File: config.mk
export PLATFORM = sky130hd
export DESIGN_NAME = axis_wave_reader
export DESIGN_NICKNAME = d
export VERILOG_FILES = /design/src/rtl/axis_wave_reader.sv
export SDC_FILE = /design/constraint.sdc
export NUM_CORES = 1
export LEC_CHECK = 0
export ABC_AREA = 1
export CAP_MARGIN = 20
export CORE_ASPECT_RATIO = 1.25
export CORE_MARGIN = 2
export CORE_UTILIZATION = 25
export CTS_CLUSTER_DIAMETER = 60
export DETAILED_ROUTE_END_ITERATION = 6
export GPL_TIMING_DRIVEN = 0
export HOLD_SLACK_MARGIN = 0.03
export PLACE_DENSITY = 0.53
export SLEW_MARGIN = 20
export SYNTH_ARGS = -nofsm -noshare
export SYNTH_HDL_FRONTEND = slang
export SYNTH_SLANG_ARGS = --single-unit
File: constraint.sdc
create_clock -name axis_clk -period 27.7 [get_ports axis_clk]
set_input_delay 4.155 -clock axis_clk [delete_from_list [all_inputs] [get_ports axis_clk]]
set_output_delay 4.155 -clock axis_clk [all_outputs]
set_load 0.03 [all_outputs]
File: src/rtl/axis_wave_reader.sv
// axis_wave_reader: pulls a fixed-length burst of words from an upstream
// AXI-Stream FIFO and forwards them, one register stage later, to a DAC lane.
// A burst is armed with a length, started by a trigger, and can be cancelled
// at any time by abort. Cycles in playback with no word available are counted
// in a saturating underflow counter.
module axis_wave_reader #(
  parameter int DATA_W = 256,
  parameter int LEN_W  = 16
) (
  input  logic              axis_clk,
  input  logic              rst,
  input  logic [DATA_W-1:0] s_axis_tdata,
  input  logic              s_axis_tvalid,
  output logic              s_axis_tready,
  input  logic              arm,
  input  logic [LEN_W-1:0]  burst_len,
  input  logic              trigger,
  input  logic              abort,
  output logic [DATA_W-1:0] dac_data,
  output logic              dac_valid,
  output logic              busy,
  output logic              done,
  output logic [15:0]       underflow_cnt
);

  typedef enum logic [1:0] {
    IDLE  = 2'd0,
    ARMED = 2'd1,
    PLAY  = 2'd2,
    DONE  = 2'd3
  } state_t;

  state_t             state_q;
  logic [LEN_W-1:0]   remaining_q;
  logic [LEN_W-1:0]   remaining_d;
  logic [DATA_W-1:0]  dac_data_q;
  logic               dac_valid_q;
  logic [15:0]        underflow_q;
  logic [15:0]        underflow_d;
  logic               handshake;

  // Ready only while playing with words left; abort suppresses it so the
  // cancelling cycle never consumes a word. Never looks at tvalid.
  assign s_axis_tready = (state_q == PLAY) && (remaining_q != '0) && !abort;
  assign handshake     = s_axis_tready && s_axis_tvalid;

  // Next values for the down-counter and the saturating underflow counter.
  assign remaining_d = remaining_q - LEN_W'(1);
  assign underflow_d = (underflow_q == 16'hFFFF) ? underflow_q : underflow_q + 16'd1;

  assign dac_data      = dac_data_q;
  assign dac_valid     = dac_valid_q;
  assign underflow_cnt = underflow_q;
  assign busy          = (state_q != IDLE);
  assign done          = (state_q == DONE);

  // Burst control FSM together with the output data register and counters.
  always_ff @(posedge axis_clk or posedge rst) begin
    if (rst) begin
      state_q     <= IDLE;
      remaining_q <= '0;
      dac_data_q  <= '0;
      dac_valid_q <= 1'b0;
      underflow_q <= '0;
    end else if (abort) begin
      state_q     <= IDLE;
      remaining_q <= '0;
      dac_valid_q <= 1'b0;
    end else begin
      dac_valid_q <= 1'b0;
      case (state_q)
        IDLE: begin
          if (arm && (burst_len != '0)) begin
            state_q     <= ARMED;
            remaining_q <= burst_len;
            underflow_q <= '0;
          end
        end
        ARMED: begin
          if (trigger) begin
            state_q <= PLAY;
          end
        end
        PLAY: begin
          if (handshake) begin
            dac_data_q  <= s_axis_tdata;
            dac_valid_q <= 1'b1;
            remaining_q <= remaining_d;
            if (remaining_q == LEN_W'(1)) begin
              state_q <= DONE;
            end
          end else begin
            underflow_q <= underflow_d;
          end
        end
        DONE: begin
          state_q <= IDLE;
        end
        default: begin
          state_q <= IDLE;
        end
      endcase
    end
  end

endmodule

## After elaboration in Yosys (flattened, before gate mapping)

Index checks and enable logic that the tools add are counted.
W data, S select, Z words.

| word-level totals | value |
|---|---|
| register bits | 291 |
| bits of input ports | 278 |
| output and inout port bits | 276 |
| word-level logic and storage cells | 52 |

| operators by class | value |
|---|---|
| add/subtract/negate cells | 2 |
| equal/unequal tests | 12 |
| multiplexer cells | 17 |
| bitwise operators | 1 |
| reduce and logical (&&, ||, !) cells | 15 |

Operators with widths:

| operator | number |
|---|---|
| $mux W16 | 6 |
| $pmux W16 S2 | 2 |
| $reduce_bool A16 Y1 | 2 |
| $add A16 B1 Y16 const B | 1 |
| $eq A16 B1 Y1 const B | 1 |
| $eq A16 B16 Y1 const B | 1 |
| $sub A16 B1 Y16 const B | 1 |
| $mux W2 | 5 |
| $ne A3 B3 Y1 const B | 3 |
| $pmux W2 S4 | 1 |
| $ne A2 B2 Y1 const B | 3 |
| $reduce_and A3 Y1 | 2 |
| $reduce_and A5 Y1 | 1 |
| $eq A2 B2 Y1 const B | 2 |
| $logic_and A1 B1 Y1 | 4 |
| $reduce_and A4 Y1 | 1 |
| $reduce_bool A2 Y1 | 2 |
| $mux W1 | 3 |
| $ne A3 B2 Y1 const B | 1 |
| $reduce_bool A3 Y1 | 1 |
| $eq A2 B1 Y1 const B | 1 |
| $logic_not A2 Y1 | 1 |
| $logic_not A1 Y1 | 1 |
| $not A1 Y1 | 1 |

## Logic depth before layout (Yosys ltp)

Gate-level depths: netlist of the first run.

| depth | value |
|---|---|
| depth in word-level cells | 7 |
| depth in mapped cells | 12 |
| depth with buffers taken out | 11 |

## Least setup slack after synthesis of the first run

Ideal clock, no wire load.

| path | value |
|---|---|
| path type | input to output |
| start point | input abort |
| end point | output s_axis_tready |
| data arrival time | 4584 ps |
| required time | 23545 ps |
| setup slack | 18961 ps |
| stages on the path | 3 |
| path buffers | 0 |
| path through | nor2_4 > nand2_1 > inv_1 |

| on the way | value |
|---|---|
| cells in the longest elaborated chain, start to end | 2 |

RTL lines:

| element | RTL line | RTL |
|---|---|---|
| start, declared | 18 | `input logic abort,` |
| $logic_not A1 Y1 | 44 | `assign s_axis_tready = (state_q == PLAY) && (remaining_q != '0) && !abort;` |
| $logic_and A1 B1 Y1 | 44 |  |
| end, declared | 14 | `output logic s_axis_tready,` |

No other way between the ends.

## Worst setup path after layout of the first run

Same ends and word-level chain as after synthesis.

==> results.md, run 1 <==
- Setup crit end kind: output pin
- Worst Setup Path Type: in2out
- Synthesized Nets: 1,764
- Fin cells: 2,748
- Post-layout net count: 2,360
- Tot Pwr: 2.41 mW
- Initial core utilization: 25.2%
- Top post-synthesis cells by count: 922 x nand2_1, 291 x dfrtp_1, 69 x nor2_1, 56 x buf_2, 31 x nand3_1
- TNS Setup: 0 ns
- Max Freq: 101 MHz
- Seq/Total Area, Yosys: 60.0%
- Worst r2r src: state_q[0]
- Hold Crit Depth: 2
- MaxCap Viol Count: 0
- Worst-path clk slew: 0.06 ns
- Hold endpoint: dac_data[205]
- CTS tree: built
- Placer Congestion: 0.902
- First-pass GRT wire length: 71.8 mm
- Status: finished clean
- Largest net degree at the start of global routing: 89
- Count leader, synth: nand2_1
- Slew margin rel.: 62.6%
- Routed wire per std cell: 17.2 um
- Drt pass-1 iters: 6
- Pwr dens: 121 mW/mm2
- Die ar.: 0.0503 mm2
- Root Driver: clkbuf_16
- Die Wd: 201 um
- Hold_sp: dac_data[205]
- H-tree levels: 2
- Area contributors post-synth: dfrtp_1 60%, nand2_1 29%, buf_2 2.3%
- Clock Sinks: 291
- Period utilisation layout: 35.8%
- # DRC: 0
- Die extent in y: 250 um
- Port buffer count: 553
- Placeable Area: 0.0481 mm2
- ANT nets after route: 0
- Post-Layout Inst Area: 0.0198 mm2
- Longest Clk Path Bufs: 3
- Max Slew Vio Count: 0
- R2R setup slack: 25.24 ns
- Post-placement cell area: 0.0186 mm2
- Initial antenna violation count: 4
- R2R cell count: 11
- Post-CTS Setup Inserts: 0
- Cell taking the most area after synthesis: dfrtp_1
- Vias in the first global route: 11,800
- Final Util: 41.2%
- Via count: 11,700
- Synth Flop Type: dfrtp_1
- Post-synthesis cell type count: 30
- Remaining global-route overflow: 0
- Syn avg cell area: 8.21 um2
- Min Tclk post-route: 9.93 ns
- CTS resizes: 0
- Post-synth EDFFs: 0
- Placed cell count: 2,678
- Critical Path Start: abort
- Lkg Pwr: 9.67 nW
- HPWL after DPL: 36.3 mm
- Synth Register Bits: 291
- Crit start category: primary input
- Final WL: 47.3 mm
- DR vias/cell: 4.25
- Arr. time, crit path: 5.77 ns
- RSZ-0062 raised after global routing: no
- Syn Inst Count: 1,478
- R2r endpoint: dac_data[186]
- TritonCTS buffer count: 38
- Total GRT Usage: 18.6%
- Layout cells sized above 1: 7.04%
- Slew @ Worst Pin: 0.560 ns
- CTS Hold Bufs: 0
- Final Setup Violations: 0
- I/O Pins: 554
- YS warnings: 0
- FFs w/ async S/R, synth: 100%
- Synth Cell Area: 0.0121 mm2
- Data required, critical path: 23.55 ns
- Clk_skew: 0.0132 ns
- Hold crit path type: reg2reg
- Final Hold Violating Endpoints: 0
- Worst-path fanout max: 5
- Worst-Skew Late Latency: 0.54 ns
- Initial DRC count: 565
- Rows: 90
- Share of the synthesized area in the top cell type: 60.0%
- Synthesis-to-finish area growth: 63.5%
- Peak VDD IR: 0.0000596 V
## sequential cells by signal (all words and copies together), names as in the netlist
signal and flops:
dac_data 256, state_q 2, underflow_cnt 16, dac_valid 1
remaining_q 16
## stage by stage
step	worst slack, ns	hold WS (ns)
after floorplan	15.51	0.487
after global placement	11.09	0.460
after detailed placement	17.77	0.464
after CTS	17.76	0.479
after global routing	17.71	0.486
final	17.77	0.475
## worst max-delay path, cell delays in order
cell and delay [ns]:
clkdlybuf4s50_1 0.56, nor2_4 0.25, nand2_1 0.08, inv_1 0.05, clkdlybuf4s50_1 0.67
## report_power, final
group | total [mW] | switching (mW) | internal [mW]
sequential | 0.730 | 0.115 | 0.615
clock | 0.497 | 0.194 | 0.303
combinational | 1.18 | 0.717 | 0.462
total | 2.41 | 1.03 | 1.38
## layout make-up
| cell class | instances | area (um2) |
|---|---|---|
| antenna | 2 | 5.00 |
| inverter | 22 | 90.1 |
| timing repair buffer | 556 | 5620 |
| clock buffer | 56 | 1130 |
| tap | 644 | 806 |
| clock inverter | 12 | 136 |
| multi-input combinational | 1100 | 4430 |
| fill | 4935 | 28300 |
| sequential | 291 | 7280 |
| buffer | 65 | 333 |
## per-layer routing
metal,part of all wire [%],vias to the layer above,GRT usage [%]
li1,-,5706,-
met1,40,5469,21.7
met2,49,417,31.6
met3,7.1,87,5.39
met4,4.2,4,8.04
met5,0.049,-,0
## worst max path at each step
stage                                  to  depth (start not counted)  slack (ns)
after global routing        s_axis_tready                          5       17.71
after CTS                   s_axis_tready                          5       17.76
after global placement    remaining_q[10]                          2       11.09
after floorplan               dac_data[0]                          1       15.51
after detailed placement    s_axis_tready                          5       17.77
final                       s_axis_tready                          5       17.77
## kinds of logic (layout without fill, tap and decap cells)
logic type | after synthesis | after routing | synth area share (%)
DFF | 291 | 291 | 60.0
other | 0 | 2 | 0
AOI/OAI and AO/OA | 33 | 33 | 1.49
xor gates and xnor gates | 6 | 6 | 0.433
adders and majority gates | 8 | 8 | 0.825
and+or+nand+nor | 1053 | 1053 | 33.8
buffers and inverters | 87 | 711 | 3.42
## cell usage in the layout, fill, tap and decap left out, types with 2 or more instances in the layout
cell	n
a21o_1	3
a21oi_1	10
a31oi_1	2
buf_16	3
buf_2	56
buf_4	5
bufinv_16	2
clkbuf_1	11
clkbuf_16	39
clkbuf_8	9
clkdlybuf4s50_1	553
clkinv_2	4
clkinv_4	2
dfrtp_1	291
diode_2	2
ha_1	8
inv_1	19
inv_2	2
inv_8	3
nand2_1	922
nand3_1	31
nand3_2	2
nand3b_1	2
nand4_1	6
nor2_1	69
nor2_2	6
o21ai_0	10
o21ai_1	6
or2_2	9
xor2_1	6
Note: power is estimated with default switching activity, not from simulation.
==> inputs of run 2 (changes only) <==
--- a/config.mk
+++ b/config.mk
@@ -14,7 +14,7 @@
 export DETAILED_ROUTE_END_ITERATION = 6
 export GPL_TIMING_DRIVEN = 0
 export HOLD_SLACK_MARGIN = 0.03
-export PLACE_DENSITY = 0.53
+export PLACE_DENSITY = 0.55
 export SLEW_MARGIN = 20
 export SYNTH_ARGS = -nofsm -noshare
 export SYNTH_HDL_FRONTEND = slang
==> constraint.sdc (replaced) <==
create_clock -name axis_clk -period 8.8 [get_ports axis_clk]
set_input_delay 1.32 -clock axis_clk [delete_from_list [all_inputs] [get_ports axis_clk]]
set_output_delay 1.32 -clock axis_clk [all_outputs]
set_load 0.03 [all_outputs]
==> run 2 against run 1 <==
Largest cell class unchanged. Global-route usage shrank 0.48 points. Die area is the same. Non-clock buffer count grew 7. Highest routed layer unchanged. Sequential power grew to 3.2 times the previous value. Combinational power grew to 3.1 times the previous value. Critical endpoint unchanged. Routed wire length shrank 2.8%. Via count shrank 0.19%. Cell count grew 0.11%.
==> results.md, run 2 (synthesis results as in run 1) <==
- CP most frequent cell: clkdlybuf4s50_1
- Initial core utilization: 25.2%
- Highest metal used: met5
- Routed wire per std cell: 16.7 um
- Worst-path clk slew: 0.06 ns
- ANT nets after route: 0
- TritonCTS buffer count: 37
- Period utilisation layout: 48.2%
- Slew margin rel.: 65.8%
- Crit-path slowest cell: clkdlybuf4s50_1
- Lkg Pwr: 9.66 nW
- Setup WS post-layout: 4.56 ns
- Final WL: 46.0 mm
- DR vias/cell: 4.24
- Top delay family on crit path: buffers and inverters
- Placer Congestion: 0.915
- Max Freq: 236 MHz
- Synthesis-to-finish area growth: 63.5%
- RSZ-0062 raised after global routing: no
- Max reg flops: 256
- Slew @ Worst Pin: 0.511 ns
- Die extent in y: 250 um
- Worst-Skew Late Latency: 0.54 ns
- Clock Sinks: 291
- Pwr dens: 375 mW/mm2
- Remaining global-route overflow: 0
- Longest Clk Path Bufs: 3
- Total GRT Usage: 18.1%
- Max Slew Vio Count: 0
- Met3 routed WL: 3.19 mm
- Status: finished clean
- Die Wd: 201 um
- Root Driver: clkbuf_16
- H-tree levels: 2
- Worst Setup Path Type: in2out
- Worst path bufs/invs: 3
- MaxCap Viol Count: 0
- I/O Pins: 554
- Min Tclk post-route: 4.24 ns
- Largest net degree at the start of global routing: 34
- Arr. time, crit path: 2.92 ns
- Slowest stage delay, CP: 0.69 ns
- CTS tree: built
- Hold crit path type: reg2reg
- CTS resizes: 0
- Met2 wire length: 22.5 mm
- Post-Layout Inst Area: 0.0198 mm2
- Vias in the first global route: 11,700
- Via count: 11,700
- Post-layout net count: 2,366
- Post-CTS Setup Inserts: 0
- Worst-path fanout max: 5
- Placeable Area: 0.0481 mm2
- TNS Setup: 0 ns
- Data required, critical path: 7.48 ns
- Final Hold Violating Endpoints: 0
- Most common cell after layout, fill and taps aside: nand2_1
- Layout cells sized above 1: 7.03%
- Crit start category: primary input
- Rows: 90
- HPWL after DPL: 35.5 mm
- Fillers: 4,924
- Port buffer count: 553
- CTS Hold Bufs: 0
- Wl on met1: 18.8 mm
- Commonest non-fill, non-tap cells in the layout: 922 x nand2_1, 553 x clkdlybuf4s50_1, 291 x dfrtp_1, 69 x nor2_1, 56 x buf_2
- Initial DRC count: 544
- Clk_skew: 0.0126 ns
- Drt pass-1 iters: 5
- First-pass GRT wire length: 70.6 mm
- CP cell instances: clkdlybuf4s50_1 -> nor2_4 -> nand2_1 -> inv_1 -> clkdlybuf4s50_1
- Post-placement cell area: 0.0187 mm2
- Setup crit end kind: output pin
- Pre-CTS WS: 4.54 ns
- Initial antenna violation count: 5
- Peak VDD IR: 0.000177 V
- Die ar.: 0.0503 mm2
- Final Setup Violations: 0
- # DRC: 0
[run 2: cell types whose count changed in the layout (fill, tap and decap cells not counted)]
cell        change
buf_16          -2
buf_12          +9
clkinvlp_4      +1
clkinv_2        -1
bufinv_16       -2
clkbuf_8        -5
clkinv_4        -1
inv_8           -3
inv_6           +4
clkbuf_1        +3
[run 2: final timing paths]
check                       startpoint  depth (start not counted)  slack [ns]                end
max                              abort                          5        4.56      s_axis_tready
min                        dac_data[8]                          2        0.48        dac_data[8]
max reg2reg                 state_q[0]                         11        6.26      dac_data[105]
min reg2reg                dac_data[8]                          2        0.48        dac_data[8]
max in group asynchronous          rst                          6        6.45  underflow_cnt[15]
min in group asynchronous          rst                          2        1.17       dac_data[46]
[run 2: area by class of cell]
class | count | area (um2) | share of cell area, %
antenna | 2 | 5.00 | 0.0252
buffer | 65 | 333 | 1.68
clock buffer | 54 | 1070 | 5.41
clock inverter | 10 | 75.1 | 0.379
inverter | 22 | 86.3 | 0.435
multi-input combinational | 1100 | 4430 | 22.3
sequential | 291 | 7280 | 36.7
tap | 644 | 806 | 4.06
timing repair buffer | 563 | 5740 | 29.0
[run 2: power by group]
group	switching (mW)	internal (mW)
sequential	0.362	1.94
clock	0.592	0.850
combinational	2.24	1.46
[run 2: routing by layer]
layer / track usage [%] / vias to the layer above
li1: - / 5716
met1: 22.2 / 5456
met2: 30.4 / 412
met3: 4.80 / 73
met4: 6.62 / 4
met5: 0 / -
[run 2: tightest hold or removal path: stages (launching register included)]
cell and delay (ns):
dfrtp_1 0.34, nand2_1 0.05, nand2_1 0.05
[run 2: per-stage QoR]
| stage | power [mW] | util, % | std cells | hold WS, ns |
|---|---|---|---|---|
| after floorplan | 4.31 | - | 1478 | 0.487 |
| after global placement | 5.99 | 38.4 | 2675 | 0.462 |
| after detailed placement | 6.04 | 38.9 | 2685 | 0.464 |
| after CTS | 7.54 | 41.2 | 2749 | 0.480 |
| after global routing | 7.89 | 41.2 | 2751 | 0.496 |
| final | 7.44 | 41.2 | 2751 | 0.476 |
==> inputs of run 3 (changes only) <==
==> constraint.sdc (replaced) <==
create_clock -name axis_clk -period 3.4 [get_ports axis_clk]
set_input_delay 0.51 -clock axis_clk [delete_from_list [all_inputs] [get_ports axis_clk]]
set_output_delay 0.51 -clock axis_clk [all_outputs]
set_load 0.03 [all_outputs]
==> results of run 3 <==
The final DEF is identical to that of run 2. Status: finished clean.
Main changes from that run: setup slack after placement 4.54 ns -> 0.686 ns; setup slack after layout 4.56 ns -> 0.320 ns; hold slack 0.476 ns -> 0.363 ns; start point of the critical path abort -> state_q[0]; register-to-register setup slack 6.26 ns -> 0.86 ns; total power 7.44 mW -> 19.3 mW; worst IR drop on VDD 0.000177 V -> 0.000458 V
